[config.mk]
export PLATFORM = sky130hd
export DESIGN_NAME = coin_input_conditioner
export DESIGN_NICKNAME = d
export VERILOG_FILES = /design/src/rtl/coin_pkg.sv /design/src/rtl/coin_debounce.sv /design/src/rtl/coin_input_conditioner.sv
export SDC_FILE = /design/constraint.sdc
export NUM_CORES = 1
export LEC_CHECK = 0
export BUFFER_PORTS_ARGS = -buffer_cell sky130_fd_sc_hd__buf_2
export CORE_UTILIZATION = 48
export DETAILED_ROUTE_END_ITERATION = 7
export HOLD_SLACK_MARGIN = 0.06
export PLACE_DENSITY = 0.72
export SYNTH_ARGS = -nofsm -noshare
export SYNTH_HDL_FRONTEND = slang
export SYNTH_SLANG_ARGS = --single-unit
[constraint.sdc]
create_clock -name clk -period 2.1 [get_ports clk]
set_input_delay 0.21 -clock clk [delete_from_list [all_inputs] [get_ports clk]]
set_output_delay 0.21 -clock clk [all_outputs]
set_load 0.01 [all_outputs]
[src/rtl/coin_pkg.sv]
// Shared definitions for the vending-machine coin path: coin codes seen by the
// downstream accumulating FSM, the debounce state type and default timing.
package coin_pkg;

    localparam logic [1:0] COIN_NONE   = 2'b00;
    localparam logic [1:0] COIN_NICKEL = 2'b01;
    localparam logic [1:0] COIN_DIME   = 2'b10;

    // 1 ms of stable input at 50 MHz
    localparam int DEBOUNCE_CYCLES_DFLT = 50000;

    typedef enum logic [1:0] {
        DEB_IDLE      = 2'd0,
        DEB_ARMING    = 2'd1,
        DEB_PRESSED   = 2'd2,
        DEB_RELEASING = 2'd3
    } deb_state_t;

endpackage

[src/rtl/coin_debounce.sv]
// Per-channel front end: 2-FF synchroniser followed by a debounce FSM that
// emits a one-cycle press event once the input has been stably high for
// DEBOUNCE_CYCLES synchronised samples.
//
//   state      | meaning
//   -----------+-----------------------------------------------------------
//   IDLE       | released and stable; counter cleared
//   ARMING     | input high, counting stable high samples toward a press
//   PRESSED    | press accepted; waiting for the input to drop
//   RELEASING  | input low, counting stable low samples toward IDLE
module coin_debounce
    import coin_pkg::*;
#(
    parameter int DEBOUNCE_CYCLES = DEBOUNCE_CYCLES_DFLT
) (
    input  logic clk,
    input  logic reset,
    input  logic raw,
    output logic press
);

    localparam int CW = $clog2(DEBOUNCE_CYCLES + 1);
    localparam logic [CW-1:0] CNT_MAX = CW'(DEBOUNCE_CYCLES);
    localparam logic [CW-1:0] CNT_ONE = CW'(1);

    logic            sync_meta;
    logic            sync;
    deb_state_t      state;
    logic [CW-1:0]   count;
    logic [CW-1:0]   count_inc;

    // Saturating increment; the FSM leaves the counting state when it hits max.
    assign count_inc = (count == CNT_MAX) ? count : count + CNT_ONE;

    // Decoded from registered state so the pending flag is set on the same
    // edge that the FSM enters PRESSED.
    assign press = (state == DEB_ARMING) && sync && (count_inc == CNT_MAX);

    // Two-stage synchroniser for the asynchronous sensor line.
    always_ff @(posedge clk) begin
        if (reset) begin
            sync_meta <= 1'b0;
            sync      <= 1'b0;
        end else begin
            sync_meta <= raw;
            sync      <= sync_meta;
        end
    end

    // Debounce FSM and its stability counter.
    always_ff @(posedge clk) begin
        if (reset) begin
            state <= DEB_IDLE;
            count <= '0;
        end else begin
            case (state)
                DEB_IDLE: begin
                    count <= '0;
                    if (sync) begin
                        state <= DEB_ARMING;
                        count <= CNT_ONE;
                    end
                end
                DEB_ARMING: begin
                    if (!sync) begin
                        state <= DEB_IDLE;
                        count <= '0;
                    end else if (count_inc == CNT_MAX) begin
                        state <= DEB_PRESSED;
                        count <= '0;
                    end else begin
                        count <= count_inc;
                    end
                end
                DEB_PRESSED: begin
                    count <= '0;
                    if (!sync) begin
                        state <= DEB_RELEASING;
                        count <= CNT_ONE;
                    end
                end
                DEB_RELEASING: begin
                    if (sync) begin
                        state <= DEB_PRESSED;
                        count <= '0;
                    end else if (count_inc == CNT_MAX) begin
                        state <= DEB_IDLE;
                        count <= '0;
                    end else begin
                        count <= count_inc;
                    end
                end
                default: begin
                    state <= DEB_IDLE;
                    count <= '0;
                end
            endcase
        end
    end

endmodule

[src/rtl/coin_input_conditioner.sv]
// Coin input conditioner: debounced nickel/dime presses are held in pending
// flags and issued as one-cycle coin codes, nickel first, never back to back
// and never while the downstream FSM is vending.
// Optional build macro COIN_COUNT_EN adds saturating issued-coin counters.
module coin_input_conditioner
    import coin_pkg::*;
#(
    parameter int DEBOUNCE_CYCLES = DEBOUNCE_CYCLES_DFLT
) (
    input  logic       clk,
    input  logic       reset,
    input  logic       nickel_raw,
    input  logic       dime_raw,
    input  logic       vend_busy,
`ifdef COIN_COUNT_EN
    output logic [7:0] nickel_count,
    output logic [7:0] dime_count,
`endif
    output logic [1:0] coin,
    output logic       coin_overrun
);

    logic press_nickel;
    logic press_dime;
    logic pend_nickel;
    logic pend_dime;
    logic slot_free;
    logic issue_nickel;
    logic issue_dime;

    coin_debounce #(.DEBOUNCE_CYCLES(DEBOUNCE_CYCLES)) u_deb_nickel (
        .clk   (clk),
        .reset (reset),
        .raw   (nickel_raw),
        .press (press_nickel)
    );

    coin_debounce #(.DEBOUNCE_CYCLES(DEBOUNCE_CYCLES)) u_deb_dime (
        .clk   (clk),
        .reset (reset),
        .raw   (dime_raw),
        .press (press_dime)
    );

    // A slot is free when the downstream FSM is idle and the previous cycle
    // issued nothing, which guarantees a 00 gap after every pulse.
    assign slot_free    = !vend_busy && (coin == COIN_NONE);
    assign issue_nickel = slot_free && pend_nickel;
    assign issue_dime   = slot_free && pend_dime && !pend_nickel;

    // Pending flags, coin register and overrun pulse.
    always_ff @(posedge clk) begin
        if (reset) begin
            pend_nickel  <= 1'b0;
            pend_dime    <= 1'b0;
            coin         <= COIN_NONE;
            coin_overrun <= 1'b0;
        end else begin
            if (issue_nickel)    coin <= COIN_NICKEL;
            else if (issue_dime) coin <= COIN_DIME;
            else                 coin <= COIN_NONE;

            if (press_nickel)      pend_nickel <= 1'b1;
            else if (issue_nickel) pend_nickel <= 1'b0;

            if (press_dime)      pend_dime <= 1'b1;
            else if (issue_dime) pend_dime <= 1'b0;

            coin_overrun <= (press_nickel && pend_nickel && !issue_nickel) ||
                            (press_dime   && pend_dime   && !issue_dime);
        end
    end

`ifdef COIN_COUNT_EN
    // Saturating counts of coins actually issued downstream.
    always_ff @(posedge clk) begin
        if (reset) begin
            nickel_count <= 8'd0;
            dime_count   <= 8'd0;
        end else begin
            if (issue_nickel && nickel_count != 8'hFF) nickel_count <= nickel_count + 8'd1;
            if (issue_dime   && dime_count   != 8'hFF) dime_count   <= dime_count + 8'd1;
        end
    end
`endif

endmodule
==> impl_results.md, run 1 <==
- Outcome: finished with violations
- Violated checks: setup timing
- First DRT Iteration DRCs: 101
- Setup Total Neg Slack: -1.058 ns
- Switching power share of the total: 0.2413
- Overall via count from detail_route: between 2k and 2.5k
- Overall Global Routing Usage: 0.2172
- Number of H-tree levels: 2
- Switching Power: 356.4 uW
- Effective utilization at floorplan: 0.5060
- Top-level port count: 8
- Number of warnings issued by yosys: 0
- Number of clock sinks: 45
- Remaining global-route overflow: 0
- Part of the total power dissipated in combinational logic: 0.022
- Cell area after placement: around 2800 um^2
- Number of distinct library cells after synthesis: 51
- Final Instance Area: between 3000 and 4000 um^2
- Chip Height: 73.26 um
- Routing usage on met1: 0.2664
- Half-perimeter wire length after detailed placement: 3745 um
- Longest Clk Path Bufs: 2
- Setup violations, final: 9
- Clock transition at the register clock pins on the worst setup and hold paths after CTS: roughly 0.10 ns
- Seq cells post-synth: 45
- Type of the most critical hold path: primary input to flip-flop
- Number of max-cap violations: 0
- Number of hold-slack violations in the final timing report: 0
- Leakage: 0.001191 uW
- Antenna violations before repair: 0
- Source of the worst hold timing path: nickel_raw
- Max-slew violation count: 0
- Headroom to the max-slew limit: 0.6235
- Clock insertion delay at the later pin of the skew report: ~0.31 ns
- Design internal power: 1121 uW
- Part of the total power dissipated in the clock network: 0.395
- Root buf cell: sky130_fd_sc_hd__clkbuf_8
- RePlAce Congestion: 0.8646
- Layout Cells excl Fill: 400
- Ratio of final minimum period to clock period: 1.071
- Antenna diode instance count: 0
- Flop pwr share: 0.582
- Standard cell core area: 4817 um^2
- Global Route met3 Usage: 0.03704
- TritonCTS buffer count: 5
- Setup ws final: -0.1483 ns
- Synth async-reset ratio: 0
- Count of input and output buffers: 7
- Max Fanout on Critical Path: 6
- Endpoint kind of the worst setup timing path: flip-flop
- Fraction of final layout cells sized beyond drive strength 1: 0.3423
- DRT antenna net count: 0
- Post-synthesis cell count: 286
- Worst path arrival time: 2.48 ns
- Hold Slack: 0.09881 ns
- Slew at the pin closest to its max-slew limit: 0.5634 ns
- Total die area: 5367 um^2
- Cell count after placement: ~380
- Mean area per synthesized cell: 8.522 um^2
- Nature of the critical path startpoint: flip-flop
- Highest Clock Rate: 444.8 MHz
- Worst reg2reg startpoint: u_deb_nickel.count[0]
- Layout overhead on the synthesized area: 30.54%
- Vias per std cell: between 5 and 6
- Cells along the critical path: ha_4 > buf_4 > nand3_4 > nor2_4 > xor2_1 > nand4_1 > or4_4 > o31ai_1
- Area of the mapped netlist: 2437 um^2
- Final Critical Period: about 2.2 ns
- Average detailed-routed wire length per instance: 14.43 um
- Worst setup path category: flip-flop to flip-flop
- Fraction of met2 tracks used by global routing: 0.3683
- Total length of routed wires: 5772 um
- Largest net degree at the start of global routing: 18
- Syn nets: slightly below 300
- CTS tree: yes
- Drt pass-1 iters: 4
- Final layout net count: 341
- Row count: 25
- GRT Max-Usage Layer: met2
- Worst vdd ir: around 0.44 mV
- Power per cell area: 464.2 nW/um^2
- Crit path max-delay cell type: sky130_fd_sc_hd__or4_4
- Setup repair after global routing missed its margin: yes
- Data required time of the critical path: 2.33 ns
- Crit-path max cell delay: 0.60 ns
- Total power: 1477 uW
- Global-route wire length before repair: 8983 um
- Worst setup startpoint: u_deb_nickel.count[0]
- Clock skew after layout: around 0.013 ns
- Part of the Yosys area used for sequential elements: 0.3696
- Number of global-route vias before repair: 2,034
- Number of flops mapped to enable cells by yosys: 0
- Leading register cell type out of synthesis: sky130_fd_sc_hd__dfxtp_1
- Floorplan die width: 73.26 um
- Drc violations: 0
==> per-stage QoR <==
step	utilization	setup slack (ns)
floorplan	-	-0.1303
global placement	0.5813	-0.3240
detailed placement	0.5813	-0.3706
CTS	0.6268	-0.1062
global route	0.6605	-0.2432
finish	0.6605	-0.1483
==> critical path, delay by kind of cell (launching register included) <==
family	cells	cell delay, ns
DFF	1	0.42
AOI/OAI and AO/OA	1	0.20
adders and majority gates	1	0.18
buffers and inverters	1	0.13
xor gates and xnor gates	1	0.20
and+or+nand+nor	4	1.04
==> cell type report <==
type,count,area (um^2)
Sequential cell,45,924.6
Multi-Input combinational cell,214,1613
Timing Repair Buffer,57,429.2
Tap cell,67,83.83
Fill cell,378,1635
Clock buffer,5,68.82
Inverter,9,36.28
Clock inverter,3,26.28
==> cell usage in the layout, fill, tap and decap left out, types with 3 or more instances in the layout <==
cell                       count
sky130_fd_sc_hd__nand3_1      12
sky130_fd_sc_hd__nand4_1      11
sky130_fd_sc_hd__dfxtp_2      10
sky130_fd_sc_hd__nand2b_1      8
sky130_fd_sc_hd__xnor2_1      13
sky130_fd_sc_hd__o21ai_0       6
sky130_fd_sc_hd__dfxtp_1      32
sky130_fd_sc_hd__and4_1        5
sky130_fd_sc_hd__dfxtp_4       3
sky130_fd_sc_hd__nand2_1      17
sky130_fd_sc_hd__inv_6         3
sky130_fd_sc_hd__and3_1        7
sky130_fd_sc_hd__xor2_1       18
sky130_fd_sc_hd__buf_6         5
sky130_fd_sc_hd__inv_1         7
sky130_fd_sc_hd__a21oi_1       4
sky130_fd_sc_hd__nor3b_1       4
sky130_fd_sc_hd__nor3_1       12
sky130_fd_sc_hd__clkbuf_8      5
sky130_fd_sc_hd__nor3_2        3
sky130_fd_sc_hd__nand3b_1      3
sky130_fd_sc_hd__nor2b_1       7
sky130_fd_sc_hd__nor2_1       28
sky130_fd_sc_hd__buf_4        45
sky130_fd_sc_hd__buf_2         7
==> flip-flops by register name (all words and copies together) (netlist names), named ones only <==
register / cells
u_deb_dime.state: 1
u_deb_dime.count: 16
u_deb_dime.sync_meta: 1
u_deb_nickel.sync: 1
pend_dime: 1
coin: 2
u_deb_nickel.count: 16
u_deb_dime.sync: 1
coin_overrun: 1
u_deb_nickel.sync_meta: 1
pend_nickel: 1
u_deb_nickel.state: 1
==> metal layers <==
metal	routed length [um]	share of wire	vias up
li1	-	-	1104
met4	178	0.031	0
met3	128	0.022	16
met5	0	0	-
met2	2854	0.49	37
met1	2611	0.45	1047
==> timing repair <==
action                     in CTS  in global routing
pin swaps                       3                 15
hold buffers                    0                  0
gates resized for setup        19                 31
setup endpoints to repair      18                 19
setup buffers                   4                  7
==> Yosys cell counts, drive strengths merged (7+ instances only) <==
cell	count	area share
inv	9	0.014
nor2	29	0.045
nand2	19	0.032
xnor2	14	0.050
clkbuf	13	0.021
dfxtp	45	0.37
nand3	13	0.027
o21ai	7	0.014
nor2b	7	0.018
xor2	19	0.068
and3	7	0.018
nand2b	8	0.021
nand4	11	0.028
and4	7	0.025
nor3	15	0.033
==> logic make-up (layout without fill, tap and decap cells) <==
kind of cell	after synthesis	after routing	share of synthesized area
adders and majority gates	4	4	0.02053
buffers and inverters	27	74	0.04466
AOI/OAI and AO/OA	31	31	0.08830
muxes	3	3	0.01283
xor gates and xnor gates	33	33	0.1186
and+or+nand+nor	143	143	0.3455
DFF	45	45	0.3696
==> power groups by stage <==
stage               clock, uW  sequential [uW]  combinational [uW]
global placement            0              882                24.9
detailed placement          0              882                25.8
finish                    584              860                33.1
global route              628              861                36.2
CTS                       592              861                29.4
floorplan                   0              879                17.6
==> final timing paths <==
| path | endpoint | slack (ns) | cells past startpoint |
|---|---|---|---|
| max | pend_nickel | -0.15 | 8 |
| min | u_deb_nickel.sync_meta | 0.1 | 2 |
| max reg2reg | pend_nickel | -0.15 | 8 |
| min reg2reg | u_deb_dime.count[0] | 0.44 | 1 |
Note: power is estimated with default switching activity, not from simulation.
==> inputs of run 2 (changes only) <==
--- a/config.mk
+++ b/config.mk
@@ -6,10 +6,10 @@
 export NUM_CORES = 1
 export LEC_CHECK = 0
 export BUFFER_PORTS_ARGS = -buffer_cell sky130_fd_sc_hd__buf_2
-export CORE_UTILIZATION = 48
+export CORE_UTILIZATION = 23
 export DETAILED_ROUTE_END_ITERATION = 7
 export HOLD_SLACK_MARGIN = 0.06
-export PLACE_DENSITY = 0.72
+export PLACE_DENSITY = 0.43
 export SYNTH_ARGS = -nofsm -noshare
 export SYNTH_HDL_FRONTEND = slang
 export SYNTH_SLANG_ARGS = --single-unit
==> impl_results.md, run 2 (same netlist as run 1, synthesis figures left out) <==
- Outcome: finished with violations
- Violated checks: setup timing
- Slew at the pin closest to its max-slew limit: 0.5625 ns (-0.0008742 ns)
- DRT antenna net count: 0 (unchanged)
- Worst setup startpoint: u_deb_nickel.count[1]
- Top cell by count, worst path: sky130_fd_sc_hd__or4_4
- WP depth: 7 (-1)
- Headroom to the max-slew limit: 0.6241 (about the same)
- Worst setup path category: flip-flop to flip-flop
- Crit-path max cell delay: 0.53 ns (-0.07 ns)
- Vias per std cell: 4.577 (-17%)
- Row count: 37 (+48%)
- Max Fanout on Critical Path: 5 (-1)
- Sequential standard cell area: 920.9 um^2 (-0.41%)
- Fraction of final layout cells sized beyond drive strength 1: 0.3204 (-0.02198)
- Ratio of final minimum period to clock period: 1.044 (-0.02644)
- Final Instance Area: 3226 um^2 (+1.4%)
- Half-perimeter wire length after detailed placement: 4187 um (+12%)
- Setup violations, final: 9 (unchanged)
- Floorplan die width: 104.9 um (+43%)
- Total length of routed wires: 5729 um (-0.74%)
- Worst Setup EP: coin_overrun
- Worst Path Buf+Inv: 0 (-1)
- Total die area: 11,010 um^2 (+110%)
- Number of H-tree levels: 2 (unchanged)
- Antenna violations before repair: 0 (unchanged)
- Clock transition at the register clock pins on the worst setup and hold paths after CTS: 0.09 ns (about the same)
- Number of hold-slack violations in the final timing report: 0 (unchanged)
- Cells along the critical path: ha_4 > a21oi_2 > or4_4 > a32oi_2 > or4b_4 > or4_4 > o32ai_2
- Crit path max-delay cell type: sky130_fd_sc_hd__or4b_4
- Layout Cells excl Fill: 470 (+18%)
- Antenna diode instance count: 0 (unchanged)
- Gate family responsible for the most delay along the worst path: simple AND/OR/NAND/NOR gates
- Filler Cells Inserted: 1,085 (+190%)
- Setup repair after global routing missed its margin: yes
- Number of global-route vias before repair: 2,071 (+1.8%)
- Count of input and output buffers: 7 (unchanged)
- Hold Path Cell Cnt: 2 (unchanged)
- Worst vdd ir: 0.2477 mV (-44%)
- Remaining global-route overflow: 0 (unchanged)
- Worst path arrival time: 2.41 ns (-0.07 ns)
- Register-to-register setup slack: -0.09 ns (+0.06 ns)
- Number of max-cap violations: 0 (unchanged)
- Endpoint of the lowest-slack register-to-register path: coin_overrun
- Data required time of the critical path: 2.31 ns (-0.02 ns)
- Effective utilization at floorplan: 0.2372 (-0.2688)
- Largest net degree at the start of global routing: 17 (-1)
- Cell count after placement: 457 (+20%)
- Global-route wire length before repair: 9522 um (+6.0%)
- TritonCTS buffer count: 5 (unchanged)
- Worst reg2reg startpoint: u_deb_nickel.count[1]
- Overall via count from detail_route: 2,151 (-2.4%)
- Number of clock sinks: 45 (unchanged)
- Standard cell core area: 10,280 um^2 (+110%)
- Multi-input combinational cell area: 1545 um^2 (-4.2%)
- Type of the most critical hold path: primary input to flip-flop
- Layout overhead on the synthesized area: 32.34%
- Cell area after placement: 2939 um^2 (+5.0%)
- Drc violations: 0 (unchanged)
- Clock skew after layout: 0.005950 ns (-0.007194 ns)
- Top-level port count: 8 (unchanged)
- Power per cell area: 516.5 nW/um^2 (+11%)
- Longest Clk Path Bufs: 2 (unchanged)
- Max-slew violation count: 0 (unchanged)
- Overall Global Routing Usage: 0.1088 (-0.1085)
- Drt pass-1 iters: 6 (+2)
- Final Critical Period: 2.193 ns (-0.05551 ns)
- Nature of the critical path startpoint: flip-flop
- Largest registers: u_deb_dime.count x16, u_deb_nickel.count x16, coin x2
- First DRT Iteration DRCs: 58 (-43%)
- CTS tree: yes
- RePlAce Congestion: 0.8124 (-6.0%)
- Setup ws final: -0.09277 ns (+0.05551 ns)
- Highest Clock Rate: 456.0 MHz (+2.5%)
- Commonest non-fill, non-tap cells in the layout: sky130_fd_sc_hd__buf_4, sky130_fd_sc_hd__dfxtp_1, sky130_fd_sc_hd__nor2_1
- Chip Height: 104.9 um (+43%)
- Most common cell after layout, fill and taps aside: sky130_fd_sc_hd__buf_4
- Worst reg2reg path depth: 7 (-1)
- Average detailed-routed wire length per instance: 12.19 um (-16%)
- Final layout net count: 342 (+0.29%)
- Leakage: 0.001153 uW (-3.2%)
- Hold Slack: 0.1195 ns (+0.02070 ns)
- Root buf cell: sky130_fd_sc_hd__clkbuf_8
- Clock insertion delay at the later pin of the skew report: 0.29 ns (-0.02 ns)
- Endpoint kind of the worst setup timing path: flip-flop
==> run 2: cell types whose count changed in the layout (fill, tap and decap cells not counted), moves of 2 or more <==
cell / before / now
sky130_fd_sc_hd__inv_6: 3 / 0
sky130_fd_sc_hd__buf_6: 5 / 1
sky130_fd_sc_hd__buf_4: 45 / 50
sky130_fd_sc_hd__nor4_4: 2 / 0
sky130_fd_sc_hd__nor4_2: 1 / 3
sky130_fd_sc_hd__nor4b_4: 2 / 0
sky130_fd_sc_hd__and4_1: 5 / 7
sky130_fd_sc_hd__nor3_1: 12 / 14
sky130_fd_sc_hd__bufinv_16: 0 / 2
sky130_fd_sc_hd__nor3_2: 3 / 1
==> run 2: layout make-up <==
| class | instances | share of cell area |
|---|---|---|
| flip-flops and latches | 45 | 0.2855 |
| multi-input cells | 214 | 0.4791 |
| inverters | 9 | 0.01047 |
| clock buffers | 5 | 0.02133 |
| well taps | 136 | 0.05275 |
| clock inverters | 3 | 0.02017 |
| repair buffers | 58 | 0.1307 |
==> run 2: how the worst min path moves through the flow <==
stage | from | slack [ns] | end
after floorplan | dime_raw | 0.34 | u_deb_dime.sync_meta
after global placement | nickel_raw | 0.42 | u_deb_nickel.sync_meta
after CTS | dime_raw | 0.11 | u_deb_dime.sync_meta
after detailed placement | dime_raw | 0.43 | u_deb_dime.sync_meta
final | dime_raw | 0.12 | u_deb_dime.sync_meta
after global routing | dime_raw | 0.11 | u_deb_dime.sync_meta
==> run 2: power by group <==
part           switching, uW  total, uW  internal [uW]
Sequential              4.60        860            856
Combinational           13.7       29.9           16.2
Clock                    303        776            473
Total                    321       1670           1340
==> run 2: layer usage <==
layer,vias to the layer above,wire [um],global-route usage
met2,20,2800,0.1930
met5,-,0,0
met3,10,143,0.02371
met1,1016,2659,0.1268
met4,0,126,0.04225
li1,1105,-,-
==> run 2: worst reg2reg max path: cells and delay by family (launching register included) <==
family | cells | cell delay [ns]
AOI/OAI and AO/OA | 3 | 0.39
adders and majority gates | 1 | 0.18
DFF | 1 | 0.38
and+or+nand+nor | 3 | 1.17
==> run 2: timing repair <==
item | in CTS | in global routing
resized for setup | 14 | 17
endpoints found under the setup margin | 10 | 18
setup buffers | 4 | 1
pin swaps | 4 | 3
hold buffers | 0 | 0
==> run 2: through the flow <==
step                      setup WS (ns)  power [uW]  utilization  setup TNS (ns)
after detailed placement        -0.3821       907.9       0.2860          -3.432
after floorplan                 -0.1303       896.9            -         -0.2495
after global routing            -0.1658        1736       0.3139          -1.319
after global placement          -0.4059       907.6       0.2860          -3.459
after CTS                      -0.06592        1699       0.3081         -0.3604
final                          -0.09277        1666       0.3139         -0.5107
==> inputs of run 3 (changes only) <==
--- a/config.mk
+++ b/config.mk
@@ -6,10 +6,11 @@
 export NUM_CORES = 1
 export LEC_CHECK = 0
 export BUFFER_PORTS_ARGS = -buffer_cell sky130_fd_sc_hd__buf_2
-export CORE_UTILIZATION = 23
+export CORE_UTILIZATION = 55
 export DETAILED_ROUTE_END_ITERATION = 7
 export HOLD_SLACK_MARGIN = 0.06
-export PLACE_DENSITY = 0.43
+export PLACE_DENSITY = 0.86
+export SLEW_MARGIN = 15
 export SYNTH_ARGS = -nofsm -noshare
 export SYNTH_HDL_FRONTEND = slang
 export SYNTH_SLANG_ARGS = --single-unit
==> impl_results.md, run 3 (same netlist as run 1, synthesis figures left out) <==
- Remaining global-route overflow: 0 (unchanged)
- Setup repair after global routing missed its margin: yes
- Antenna violations before repair: 0 (unchanged)
- CTS tree: yes
- Worst Path Buf+Inv: 0 (unchanged)
- Overall Global Routing Usage: 0.2819 (+0.1731)
- TritonCTS buffer count: 5 (unchanged)
- Antenna diode instance count: 0 (unchanged)
- Row count: 23 (-38%)
- Effective utilization at floorplan: 0.5923 (+0.3551)
- Crit path max-delay cell type: sky130_fd_sc_hd__or4_4
- Worst Setup Slack post-DPL: -0.2004 ns (+0.1818 ns)
- Final layout net count: 336 (-1.8%)
- Setup Total Neg Slack: -1.434 ns (-0.9238 ns)
- Worst path arrival time: 2.53 ns (+0.12 ns)
- Leakage: 0.001174 uW (+1.9%)
- DRT antenna net count: 0 (unchanged)
- Headroom to the max-slew limit: 0.6492 (+0.02514)
- Count of input and output buffers: 7 (unchanged)
- Layout Cells excl Fill: 378 (-20%)
- Outcome: finished with violations
- Longest Clk Path Bufs: 2 (unchanged)
- Ratio of final minimum period to clock period: 1.089 (+0.04457)
- Worst reg2reg startpoint: u_deb_nickel.count[0]
- Max-slew violation count: 0 (unchanged)
- Max Fanout on Critical Path: 6 (+1)
- Highest Clock Rate: 437.4 MHz (-4.1%)
- Floorplan die width: 68.57 um (-35%)
- Drt pass-1 iters: 4 (-2)
- Worst reg2reg path depth: 7 (unchanged)
- Nature of the critical path startpoint: flip-flop
- Final Critical Period: 2.286 ns (+0.09361 ns)
- Commonest non-fill, non-tap cells in the layout: sky130_fd_sc_hd__buf_4, sky130_fd_sc_hd__dfxtp_1, sky130_fd_sc_hd__nor2_1
- Vias per std cell: 6.095 (+33%)
- Hold Slack: 0.09865 ns (-0.02086 ns)
- First DRT Iteration DRCs: 183 (+220%)
- Total length of routed wires: 6530 um (+14%)
- Final cell utilization of the core: 0.7552 (+0.4414)
- Slew at the pin closest to its max-slew limit: 0.5249 ns (-0.03762 ns)
- Filler Cells Inserted: 253 (-77%)
- Top-level port count: 8 (unchanged)
- Standard cell core area: 4115 um^2 (-60%)
- Register-to-register setup slack: -0.19 ns (-0.09 ns)
- Type of the most critical hold path: primary input to flip-flop
- Fraction of final layout cells sized beyond drive strength 1: 0.3049 (-0.01548)
- Data required time of the critical path: 2.34 ns (+0.03 ns)
- Average detailed-routed wire length per instance: 17.28 um (+42%)
- Largest net degree at the start of global routing: 17 (unchanged)
- Total die area: 4702 um^2 (-57%)
- Clock transition at the register clock pins on the worst setup and hold paths after CTS: 0.10 ns (about the same)
- Largest registers: u_deb_dime.count x16, u_deb_nickel.count x16, coin x2
- Number of clock sinks: 45 (unchanged)
- Root buf cell: sky130_fd_sc_hd__clkbuf_8
- Hold Path Cell Cnt: 2 (unchanged)
- Number of H-tree levels: 2 (unchanged)
- Number of hold-slack violations in the final timing report: 0 (unchanged)
- Clock insertion delay at the later pin of the skew report: 0.32 ns (+0.03 ns)
- Number of max-cap violations: 0 (unchanged)
- Most common cell after layout, fill and taps aside: sky130_fd_sc_hd__buf_4
- Number of global-route vias before repair: 2,193 (+5.9%)
- Layout overhead on the synthesized area: 27.52%
- Drc violations: 0 (unchanged)
- Global-route wire length before repair: 9715 um (+2.0%)
- Worst setup path category: flip-flop to flip-flop
- Endpoint kind of the worst setup timing path: flip-flop
- Endpoint of the lowest-slack register-to-register path: pend_nickel
- RePlAce Congestion: 0.8528 (+5.0%)
- Setup ws final: -0.1864 ns (-0.09361 ns)
- Worst vdd ir: 0.3351 mV (+35%)
- Overall via count from detail_route: 2,304 (+7.1%)
- Violated checks: setup timing
- Setup violations, final: 11 (+2)
- Chip Height: 68.57 um (-35%)
- Source of the worst hold timing path: nickel_raw
- Gate family responsible for the most delay along the worst path: simple AND/OR/NAND/NOR gates
- Clock skew after layout: 0.01366 ns (+0.007708 ns)
- Top cell by count, worst path: sky130_fd_sc_hd__or4_4
- Cell count after placement: 361 (-21%)
- Half-perimeter wire length after detailed placement: 3765 um (-10%)
- Hold-critical path endpoint: u_deb_nickel.sync_meta
- Crit-path max cell delay: 0.57 ns (+0.04 ns)
- Cells along the critical path: ha_4 > a21oi_2 > or4_4 > a32oi_2 > or4b_4 > or4_4 > o31ai_4
- Power per cell area: 504.3 nW/um^2 (-2.4%)
-- run 3: cell count changes in the layout (fill, tap and decap cells not counted), moves of 3 or more --
| cell | previous run | this run |
|---|---|---|
| sky130_fd_sc_hd__dfxtp_1 | 33 | 40 |
| sky130_fd_sc_hd__nor4_4 | 0 | 3 |
| sky130_fd_sc_hd__buf_4 | 50 | 44 |
| sky130_fd_sc_hd__dfxtp_2 | 10 | 3 |
| sky130_fd_sc_hd__nor3_1 | 14 | 11 |
| sky130_fd_sc_hd__nor3_2 | 1 | 4 |
| sky130_fd_sc_hd__nor4_2 | 3 | 0 |
-- run 3: repair_timing --
| item | 4_1_cts | 5_1_grt |
|---|---|---|
| hold buffers | 0 | 0 |
| buffers inserted | 6 | 3 |
| gates resized for setup | 16 | 18 |
| endpoints found under the setup margin | 12 | 18 |
| pin swaps | 10 | 10 |
-- run 3: how the worst max path moves through the flow --
stage	startpoint	endpoint	slack, ns	cells past startpoint
final	u_deb_nickel.count[0]	pend_nickel	-0.19	7
after global routing	u_deb_nickel.count[2]	coin_overrun	-0.26	6
after CTS	u_deb_nickel.count[1]	pend_nickel	-0.1	7
after detailed placement	u_deb_nickel.count[0]	pend_nickel	-0.20	7
after global placement	u_deb_nickel.count[0]	coin_overrun	-0.15	8
after floorplan	u_deb_nickel.count[1]	coin_overrun	-0.13	8
-- run 3: layout make-up --
class	instances	area [um^2]	area share
timing repair buffer	52	376.6	0.1212
clock buffer	5	68.82	0.02214
clock inverter	3	46.29	0.01490
multi-input combinational	214	1608	0.5173
inverter	9	33.78	0.01087
sequential	45	912.1	0.2935
tap	50	62.56	0.02013
-- run 3: stage by stage --
step | instance area, um^2 | total power, uW
5_1_grt | 3108 | 1612
6_report | 3108 | 1567
2_1_floorplan | 2470 | 896.9
3_3_place_gp | 2756 | 906.8
4_1_cts | 3000 | 1564
3_5_place_dp | 2756 | 908.4
-- run 3: layer usage --
metal,GRT usage,vias up,share of wire
met5,0,-,0
met4,0.1484,0,0.047
met3,0.08882,37,0.049
met2,0.4890,89,0.50
met1,0.3043,1083,0.41
li1,-,1095,-
-- run 3: where the power goes --
part	internal [uW]	leakage, uW	switching, uW
clock	356	0.0000543	319
sequential	856	0.000367	5.02
combinational	15.6	0.000753	15.8
